### src/rtl/latch_dump_serializer.sv
// Captures one pipeline latch snapshot word and streams it out LSB byte first over valid/ready.
// Optional LATCH_DUMP_HEADER_EN prefixes each frame with HEADER_BYTE.
module latch_dump_serializer #(
  parameter int         NB_DATA     = 75,
  parameter logic [7:0] HEADER_BYTE = 8'hA5,
  localparam int        NB_BYTES    = (NB_DATA + 7) / 8,
  localparam int        NB_IDX      = $clog2(NB_BYTES + 1),
  localparam int        SHIFT_W     = NB_BYTES * 8
) (
  input  logic               i_clk,
  input  logic               i_reset,
  input  logic               i_start,
  input  logic               i_abort,
  input  logic [NB_DATA-1:0] i_latch_data,
  output logic [7:0]         o_byte,
  output logic               o_byte_valid,
  input  logic               i_byte_ready,
  output logic [NB_IDX-1:0]  o_byte_idx,
  output logic               o_busy,
  output logic               o_done
);

  typedef enum logic [1:0] {S_IDLE, S_HEADER, S_SEND, S_DONE} state_t;

  state_t               state_q, state_d;
  logic [SHIFT_W-1:0]   shift_q;
  logic [NB_IDX-1:0]    cnt_q;
  logic                 load;
  logic                 advance;

  always_ff @(posedge i_clk or posedge i_reset) begin
    if (i_reset) state_q <= S_IDLE;
    else         state_q <= state_d;
  end

  always_comb begin
    state_d = state_q;
    load    = 1'b0;
    advance = 1'b0;
    case (state_q)
      S_IDLE: begin
        if (i_start) begin
          load = 1'b1;
`ifdef LATCH_DUMP_HEADER_EN
          state_d = S_HEADER;
`else
          state_d = S_SEND;
`endif
        end
      end
`ifdef LATCH_DUMP_HEADER_EN
      S_HEADER: begin
        if (i_byte_ready) state_d = S_SEND;
      end
`endif
      S_SEND: begin
        if (i_byte_ready) begin
          advance = 1'b1;
          if (cnt_q == NB_IDX'(NB_BYTES - 1)) state_d = S_DONE;
        end
      end
      S_DONE:  state_d = S_IDLE;
      default: state_d = S_IDLE;
    endcase
    // Abort beats both a same-cycle start and a same-cycle handshake.
    if (i_abort) begin
      state_d = S_IDLE;
      load    = 1'b0;
      advance = 1'b0;
    end
  end

  always_ff @(posedge i_clk or posedge i_reset) begin
    if (i_reset) begin
      shift_q <= '0;
      cnt_q   <= '0;
    end else if (load) begin
      shift_q <= SHIFT_W'(i_latch_data);
      cnt_q   <= '0;
    end else if (advance) begin
      shift_q <= shift_q >> 8;
      cnt_q   <= cnt_q + NB_IDX'(1);
    end
  end

  // Outputs decode registered state only; ready/start never reach them combinationally.
  always_comb begin
    o_byte       = 8'h00;
    o_byte_valid = 1'b0;
    o_byte_idx   = '0;
    o_busy       = (state_q != S_IDLE);
    o_done       = (state_q == S_DONE);
    case (state_q)
      S_HEADER: begin
        o_byte       = HEADER_BYTE;
        o_byte_valid = 1'b1;
      end
      S_SEND: begin
        o_byte       = shift_q[7:0];
        o_byte_valid = 1'b1;
        o_byte_idx   = cnt_q;
      end
      default: ;
    endcase
  end

endmodule
### config.mk
export PLATFORM = sky130hd
export DESIGN_NAME = latch_dump_serializer
export DESIGN_NICKNAME = d
export VERILOG_FILES = /design/src/rtl/latch_dump_serializer.sv
export SDC_FILE = /design/constraint.sdc
export NUM_CORES = 1
export LEC_CHECK = 0
export CAP_MARGIN = 20
export CORE_MARGIN = 10
export CORE_UTILIZATION = 41
export CTS_BUF_LIST = sky130_fd_sc_hd__clkbuf_2
export CTS_CLUSTER_SIZE = 14
export DETAILED_ROUTE_END_ITERATION = 10
export DONT_BUFFER_PORTS = 1
export MAX_ROUTING_LAYER = met4
export PLACE_DENSITY = 0.62
export REMOVE_ABC_BUFFERS = 1
export SYNTH_ARGS = -nofsm -noshare
export SYNTH_HDL_FRONTEND = slang
export SYNTH_SLANG_ARGS = --single-unit
### constraint.sdc
create_clock -name i_clk -period 2.48 [get_ports i_clk]
set_clock_uncertainty 0.15 [all_clocks]
set_input_delay 0.372 -clock i_clk [delete_from_list [all_inputs] [get_ports i_clk]]
set_output_delay 0.372 -clock i_clk [all_outputs]
set_load 0.02 [all_outputs]
==> flow_summary.ini <==
[outcome]
status = complete, no violations

[sta]
worst_pin_slew_ns = 0.592
finalHoldViolCount = 0
setup_tns_ns = 0
hold_ws_ns = 0.125
timing.fmax_mhz = 442
finalMaxSlewViolations = 0
fin_crit_ns = 2.26
fin_ws_ns = 0.216
rsz0062_at_grt = false
slew_headroom_pct = 60.5
setup_violations = 0
finalCritPeriodShare_pct = 91.3

[synthesis]
synthDistinctLibCells = 25
synth_top_area_cell = dfrtp_1
synth_area_leaders = dfrtp_1 52%, a21oi_1 16%, nor2_1 6.8%
synth_area_per_cell_um2 = 8.75
yosysWarnings = 0
yosysTopAreaCellShare_pct = 52.3
synth_cells = 443
synth_area_mm2 = 0.00388
seq_area_frac_synth_pct = 52.3
ys_ff_latch = 81

[cells_and_area]
final_common_cell = a21oi_1
syn_to_final_growth_pct = 27.2
final_core_util_pct = 53.4
fillers = 844
multiInputGateArea_mm2 = 0.00167
drive_gt1_share_pct = 11.2
final-seq-area_mm2 = 0.00203
final_cells = 646
design_area_mm2 = 0.00493
nets = 597
final_cell_mix = 122 x a21oi_1, 81 x dfrtp_1, 79 x dlygate4sd3_1

[routing]
via_count = 3294
drtIter0Drc = 188
wl_per_cell_um = 15.7
wirelength_um = 10100
firstDrtPassIters = 4
detail-route-antenna-nets = 0
drcViolationCount = 0
vias_per_cell = 5.10

[die]
die_w_um = 117
ios = 95
dieArea_mm2 = 0.0137
die_h_um = 117
initial_core_util_pct = 42.0
coreArea_mm2 = 0.00924
rows = 35

[run]
cap_viol_max_count = 0

[pwr]
p_clk_share_pct = 19.7
ir_drop_mv = 0.352
switching_share_pct = 32.9
combPwrFrac_pct = 25.6
finalPower_mw = 3.50
power.density_mw_per_mm2 = 709
p_leak_nw = 2.21
switchingPower_mw = 1.15
pwr-share-seq_pct = 54.7
p_int_mw = 2.35

[setup_path]
r2r-start = state_q[0]
slowest_delay_ns = 0.47
path_class = reg2out
worstPathArrival_ns = 1.74
crit_path_end_kind = output port
cp_slowest_cell = dfrtp_1
crit_required_ns = 1.96
path_buf_inv = 2
critical_path.startpoint = state_q[0]
worstPathMaxFanout = 14
path_cells = inv_2, ha_1, buf_4, a21oi_1, nor2b_2
cp-start-kind = flip-flop
cp_top_family = flip-flops

[clocking]
postCtsSetupBuffers = 0
clk_pin_slew_ns = 0.19
max-clock-path-buffers = 2
h-tree-depth = 3
numCtsBuffers = 9
root_buffer = clkbuf_2
clkLatencyLatePin_ns = 0.50
cts_tree = yes
cts_sinks = 81

[worst_hold_path]
hold_class = in2reg
min_from = i_byte_ready

[global_routing]
grt_busiest_layer = met2
grt_max_degree = 82
grt_util_met1_pct = 20.4
antenna_found_initial = 0
grt.total_usage_pct = 15.5
use_met2_pct = 23.0
grt_first_pass_wirelength_um = 16700
use_met3_pct = 3.98
grt_pass1_vias = 3461
grt_overflow = 0

[place]
dp.cells = 550
dp_hpwl_um = 6100
portBuffers = 0
placed_cell_area_mm2 = 0.00400
dpl_worst_slack_ns = 0.437
place_congestion = 0.803
-- power groups by stage --
stage               registers [mW]  clock network [mW]  logic [mW]
floorplan                     1.88                   0       0.626
global placement              1.92                   0       0.747
finish                        1.91               0.689       0.896
detailed placement            1.94                   0       0.776
CTS                           1.91               0.729       0.889
global route                  1.96               0.780        1.02
-- path summary, 6_finish.rpt --
check / endpoint / slack [ns] / cells after the start
min: state_q[0] / 0.13 / 3
max in group asynchronous: shift_q[34] / 1.54 / 3
min in group asynchronous: shift_q[39] / 0.24 / 3
min reg2reg: shift_q[72] / 0.38 / 1
max: o_byte[7] / 0.22 / 5
max reg2reg: shift_q[56] / 0.37 / 6
-- per-layer routing --
metal | part of all wire [%] | vias up
met5 | 0 | -
met4 | 0.75 | 0
met3 | 6.4 | 8
met2 | 46 | 111
met1 | 47 | 1551
li1 | - | 1624
-- cell type report --
class,count,share of cell area (%)
sequential,81,41.1
multi-input combinational,322,33.8
timing repair buffer,90,19.0
tap,129,3.27
clock inverter,5,1.14
clock buffer,11,1.12
inverter,7,0.558
antenna,1,0.0507
-- worst min-delay path, cell delays in order --
cell and delay [ns]:
and4b_1 0.16, a21oi_1 0.13, a211oi_1 0.07
-- kinds of logic (layout without fill, tap and decap cells) --
family / Yosys count / in the layout / share of synthesized area [%]
compound gates: 155 / 155 / 22.8
xor+xnor: 1 / 1 / 0.226
fa+ha+maj: 6 / 6 / 1.94
buf+inv: 40 / 113 / 5.55
flops: 81 / 81 / 52.3
other cells: 0 / 1 / 0
simple gates: 160 / 160 / 17.2
-- synth_stat cells --
master and instances:
a21oi_2 20, nand3b_1 2, or3_1 2, buf_2 19, nand3_1 1, a211oi_1 2
nor2b_1 4, buf_6 5, nand2b_1 2, dfrtp_1 81, and3_1 4, buf_4 1
ha_1 6, o21ai_0 3, and4b_1 1, nor2_1 70, inv_1 7, nand2_1 68
and3b_1 2, a21oi_1 122, nor2_2 1, clkbuf_1 8, and2_1 3, a22o_1 8
xnor2_1 1
-- flip-flops by register name, indices dropped and copies added, names as in the netlist --
name,flops
state_q,2
shift_q,75
cnt_q,4
-- what timing repair did --
action | in CTS | in global routing
resized for setup | 5 | 4
pin swaps | 0 | 0
hold buffers | 79 | 0
setup endpoints to repair | 5 | 9
hold endpoints to repair | 158 | 0
No activity file was read; power rests on OpenSTA's default activity.
